File: config.mk
export PLATFORM = sky130hd
export DESIGN_NAME = mem_arbiter
export DESIGN_NICKNAME = d
export VERILOG_FILES = /design/src/rtl/mem_arb_pkg.sv /design/src/rtl/mem_arbiter_pick.sv /design/src/rtl/mem_arbiter.sv
export SDC_FILE = /design/constraint.sdc
export NUM_CORES = 1
export LEC_CHECK = 0
export BUFFER_PORTS_ARGS = -buffer_cell sky130_fd_sc_hd__buf_4
export CORE_MARGIN = 1
export CORE_UTILIZATION = 41
export DETAILED_ROUTE_END_ITERATION = 6
export MAX_ROUTING_LAYER = met4
export PLACE_DENSITY_LB_ADDON = 0.08
export SYNTH_ARGS = -nofsm -noshare
export SYNTH_HDL_FRONTEND = slang
export SYNTH_SLANG_ARGS = --single-unit
export TNS_END_PERCENT = 20
File: constraint.sdc
create_clock -name clk -period 4 [get_ports clk]
set_input_delay 0.4 -clock clk [delete_from_list [all_inputs] [get_ports clk]]
set_output_delay 0.4 -clock clk [all_outputs]
set_load 0.03 [all_outputs]
File: src/rtl/mem_arb_pkg.sv
// Shared encodings for the unified-memory arbiter: FSM states, owner codes
// and the legal range of the memory read latency.
package mem_arb_pkg;

  typedef enum logic [1:0] {
    IDLE  = 2'd0,
    ISSUE = 2'd1,
    WAIT  = 2'd2
  } state_t;

  localparam logic OWN_CORE   = 1'b0;
  localparam logic OWN_LOADER = 1'b1;

  localparam int RD_LAT_MIN = 1;
  localparam int RD_LAT_MAX = 4;

endpackage

File: src/rtl/mem_arbiter_pick.sv
// Combinational 2-way picker for the memory arbiter. Tie policy is selected
// by MEM_ARB_RR_EN: round-robin when defined, fixed core priority otherwise.
module arb_pick2
  import mem_arb_pkg::*;
(
  input  logic c_req,
  input  logic l_req,
  input  logic last_owner,
  input  logic rr_en,
  output logic winner,
  output logic valid
);

  logic tie_winner;

`ifdef MEM_ARB_RR_EN
  // On a tie, serve whichever port was not served last.
  assign tie_winner = rr_en ? ~last_owner : OWN_CORE;
`else
  logic unused_rr;
  assign tie_winner = OWN_CORE;
  assign unused_rr  = last_owner ^ rr_en;
`endif

  always_comb begin
    valid  = c_req | l_req;
    winner = OWN_CORE;
    if (c_req && l_req) begin
      winner = tie_winner;
    end else if (l_req) begin
      winner = OWN_LOADER;
    end
  end

endmodule

File: src/rtl/mem_arbiter.sv
// Arbiter sharing the single-port unified memory between the core and the
// loader/debug port. Tie policy: MEM_ARB_RR_EN (see arb_pick2).
module mem_arbiter
  import mem_arb_pkg::*;
#(
  parameter int ADDR_W = 32,
  parameter int DATA_W = 32,
  parameter int RD_LAT = 1
) (
  input  logic              clk,
  input  logic              reset,
  input  logic              c_req,
  input  logic              c_we,
  input  logic [ADDR_W-1:0] c_addr,
  input  logic [DATA_W-1:0] c_wdata,
  output logic              c_gnt,
  output logic              c_rvalid,
  output logic [DATA_W-1:0] c_rdata,
  input  logic              l_req,
  input  logic              l_we,
  input  logic [ADDR_W-1:0] l_addr,
  input  logic [DATA_W-1:0] l_wdata,
  output logic              l_gnt,
  output logic              l_rvalid,
  output logic [DATA_W-1:0] l_rdata,
  output logic              mem_en,
  output logic              mem_we,
  output logic [ADDR_W-1:0] mem_addr,
  output logic [DATA_W-1:0] mem_wdata,
  input  logic [DATA_W-1:0] mem_rdata,
  output logic              busy,
  output logic              owner,
  output logic [1:0]        state_dbg
);

  // Handshake: a requester holds req and its command stable until gnt; gnt
  // is a one-cycle pulse in IDLE and a req still high afterwards is a new
  // request. rvalid is a one-cycle pulse; rdata holds until the next read.

  if (RD_LAT < RD_LAT_MIN || RD_LAT > RD_LAT_MAX) begin : g_bad_rd_lat
    $error("mem_arbiter: RD_LAT=%0d outside legal range", RD_LAT);
  end

  localparam logic [2:0] LAT_LOAD = 3'(RD_LAT);

  state_t     state;
  logic [2:0] lat_cnt;
  logic       cmd_we;
  logic       pick_winner;
  logic       pick_valid;
  logic       grant;

  arb_pick2 u_pick (
    .c_req      (c_req),
    .l_req      (l_req),
    .last_owner (owner),
    .rr_en      (1'b1),
    .winner     (pick_winner),
    .valid      (pick_valid)
  );

  assign grant     = (state == IDLE) && pick_valid;
  assign c_gnt     = grant && (pick_winner == OWN_CORE);
  assign l_gnt     = grant && (pick_winner == OWN_LOADER);
  assign mem_en    = (state == ISSUE);
  assign mem_we    = (state == ISSUE) && cmd_we;
  assign busy      = (state != IDLE);
  assign state_dbg = state;

  always_ff @(posedge clk or posedge reset) begin
    if (reset) begin
      state     <= IDLE;
      lat_cnt   <= 3'd0;
      cmd_we    <= 1'b0;
      owner     <= OWN_LOADER;
      mem_addr  <= '0;
      mem_wdata <= '0;
      c_rvalid  <= 1'b0;
      l_rvalid  <= 1'b0;
      c_rdata   <= '0;
      l_rdata   <= '0;
    end else begin
      c_rvalid <= 1'b0;
      l_rvalid <= 1'b0;
      case (state)
        IDLE: begin
          if (grant) begin
            owner <= pick_winner;
            state <= ISSUE;
            if (pick_winner == OWN_LOADER) begin
              mem_addr  <= l_addr;
              mem_wdata <= l_wdata;
              cmd_we    <= l_we;
            end else begin
              mem_addr  <= c_addr;
              mem_wdata <= c_wdata;
              cmd_we    <= c_we;
            end
          end
        end
        ISSUE: begin
          if (cmd_we) begin
            state <= IDLE;
          end else begin
            lat_cnt <= LAT_LOAD;
            state   <= WAIT;
          end
        end
        WAIT: begin
          // Count 1 marks the cycle in which mem_rdata is valid.
          if (lat_cnt == 3'd1) begin
            state <= IDLE;
            if (owner == OWN_CORE) begin
              c_rdata  <= mem_rdata;
              c_rvalid <= 1'b1;
            end else begin
              l_rdata  <= mem_rdata;
              l_rvalid <= 1'b1;
            end
          end else begin
            lat_cnt <= lat_cnt - 3'd1;
          end
        end
        default: state <= IDLE;
      endcase
    end
  end

endmodule

==> impl_results.md <==
* Worst path arrival time at 2.69 ns
* Synth cell types at 33
* First-pass DRT Iterations at 4
* Die Wd at 120 um
* Final Setup Violations at 0
* Relative slew margins at 0.298
* Post-layout min period at 2.40 ns
* Post-synthesis adder-cell area fraction at 0.0110
* Syn Nets at 647
* Chip Height at 120 um
* Hold_buf cts at 0
* Synth Area in Simple Gates at 0.0670
* DR DRC count at 0
* Die area at 0.0144 sq mm
* VDD IR max at 0.420 mV
* Maxcap violations at 0
* Starting Density at 0.426
* CP endpoint kind: flop
* Reg2Reg Setup Slack at 1.60 ns
* Worst-path clk slew at 0.05 ns
* Largest net degree at the start of global routing at 92
* DR iter-0 viols at 300
* Synth top area share at 0.596
* Static Leak at 4.22 nW
* Slowest cell delay on critical path at 0.78 ns
* NumNets Final at 940
* Post-CTS Setup Bufs at 0
* TritonCTS Buffers at 17
* CTS tree: built
* Filler cells at 1054
* CTS Sinks at 137
* Fmax at 417 MHz
* Fraction of layout cells with a size suffix above 1 at 0.526
* Vias in the first global route at 5079
* Worst min-delay path class: in2async
* Synth Flop Type: dfrtp_1
* FF+latch area at 0.00343 sq mm
* Final core occ at 0.646
* H-tree depth at 4
* RSZ-0062 raised after global routing: no
* Crit-path cells: inv_1, ha_1, nand3_2, mux2_2
* WS Path Type: reg2reg
* CP Max Fanout at 33
* Synth Cell Area at 0.00571 sq mm
* Row cnt at 42
* Synth-to-Final Area Change at 51.6%
* Per-cell routed wire length at 17.3 um
* Tightest Pin Transition at 1.05 ns
* Req. time, crit path at 4.29 ns
* Final worst-path cycle share at 0.600
* Top-count cell post-synth: dfrtp_1
* Commonest cells post-synth: dfrtp_1, a22oi_1, nand2_1
* Final ANT Viol Nets at 0
* Initial antenna violation count at 0
* Vias at 4878
* All-Layer GR Usage at 0.246
* Buffers added on ports at 303
* Final GP Congestion at 0.837
* DP HPWL at 12000 um
* Combinational family with the most area after synthesis: compound AO/OA/AOI/OAI gates
* Pwr dens at 899 mW/mm^2
* #FFs+latches synth at 137
* Reg2reg start: state_dbg[0]$_DFFE_PP0P_
* FFs w/ async S/R, synth at 1.00
* Synth Area in Compound Gates at 0.155
* First-pass GRT wire length at 25900 um
* Clk root buf: clkbuf_16
* Fin. max-slew vios at 0
* CP startpoint kind: flop
* Number of synthesized flops with an enable pin at 0
* CP Buf/Inv Count at 1
* Synth area leaders: dfrtp_1, mux2_2, a22oi_1
* Portion of netlist area occupied by mux cells at 0.128
* Total Wirelength at 16600 um
* DR vias/cell at 5.10
* Synth area leader: dfrtp_1
* Ys Warns at 0
* Clock latency on the worst-skew pair at 0.42 ns
* Status: finished clean
* Multi-input gate area at 0.00208 sq mm
* R2R depth at 4
* Fin Setup TNS at 0 ns
* Final clock skew at 0.00707 ns
* Post-synthesis xor/xnor area fraction at 0
* Total gr overflow at 0
* Sequential area share after synthesis at 0.600
* Core Box Area at 0.0134 sq mm
* Final Hold Vio Count at 0
* # diodes at 0
* Clk buf depth at 2
* Synth Area per Inst at 12.0 sq um
* Slowest-stage cell, CP: nand3_2
* Syn Inst Count at 476
* Capture point of the worst reg-to-reg path: l_rdata[30]$_DFFE_PP0P_
* CTS resizes at 0
* CP delay by family, top: simple AND/OR/NAND/NOR gates
* I/O pin count at 304
## worst max-delay path by stage
stage,from,to,slack [ns],cells past startpoint
after floorplan,reset,c_rdata[0]$_DFFE_PP0P_,1.89,1
after global placement,c_req,mem_wdata[5]$_DFFE_PP0P_,1.67,6
after detailed placement,c_req,mem_wdata[19]$_DFFE_PP0P_,1.54,6
after CTS,state_dbg[0]$_DFFE_PP0P_,l_rdata[29]$_DFFE_PP0P_,1.60,4
after global routing,state_dbg[0]$_DFFE_PP0P_,l_rdata[9]$_DFFE_PP0P_,1.39,4
final,state_dbg[0]$_DFFE_PP0P_,l_rdata[30]$_DFFE_PP0P_,1.60,4
## kinds of logic (layout without fill, tap and decap cells)
family / Yosys count / in the layout
buffers and inverters: 43 / 348
AO/OA/AOI/OAI: 141 / 141
flip-flops: 137 / 137
multiplexers: 65 / 65
adder cells (fa/ha/maj): 5 / 5
AND/OR/NAND/NOR: 85 / 85
## cell type report
type	count	area share
Sequential cell	137	0.396
Multi-Input combinational cell	296	0.240
Tap cell	176	0.0254
Clock buffer	23	0.0564
Inverter	7	0.00347
Timing Repair Buffer	310	0.270
Clock inverter	8	0.00809
## registers in the layout, indices dropped and copies added (netlist names)
| register | count |
|---|---|
| c_rdata | 32 |
| l_rdata | 32 |
| mem_addr | 32 |
| mem_wdata | 32 |
| lat_cnt | 3 |
| state_dbg | 2 |
| c_rvalid | 1 |
| cmd_we | 1 |
| l_rvalid | 1 |
| owner | 1 |
## layout by cell type, fill, tap and decap left out, types with 5 or more instances in the layout
cell       count
clkbuf_16     17
o21ai_0       58
ha_1           5
inv_1          6
o21ai_1        7
mux2_2        64
dfrtp_1      136
clkinv_2       5
buf_4        309
a22oi_1       66
nand2_1       66
## per-layer routing
layer | track usage | part of all wire | up-vias
met5 | - | 0 | -
met4 | 0.116 | 0.029 | 0
met3 | 0.0570 | 0.054 | 35
met2 | 0.415 | 0.52 | 212
met1 | 0.274 | 0.40 | 2344
li1 | - | - | 2287
## through the flow
step	std cells	hold slack [ns]	setup WS, ns	power (mW)	area [sq um]
2_1_floorplan	476	0.493	1.89	4.76	5720
3_3_place_gp	926	0.464	1.67	6.28	8100
4_1_cts	957	0.200	1.60	7.86	8660
5_1_grt	957	0.208	1.39	8.18	8660
3_5_place_dp	926	0.471	1.54	6.37	8100
6_report	957	0.222	1.60	7.78	8660
## power by group
part	total (mW)	leakage [nW]	internal (mW)	switching, mW
logic	3.87	2.28	1.49	2.39
clock network	1.47	0.275	0.910	0.555
registers	2.44	1.66	2.06	0.381
Note: power is estimated with default switching activity, not from simulation.
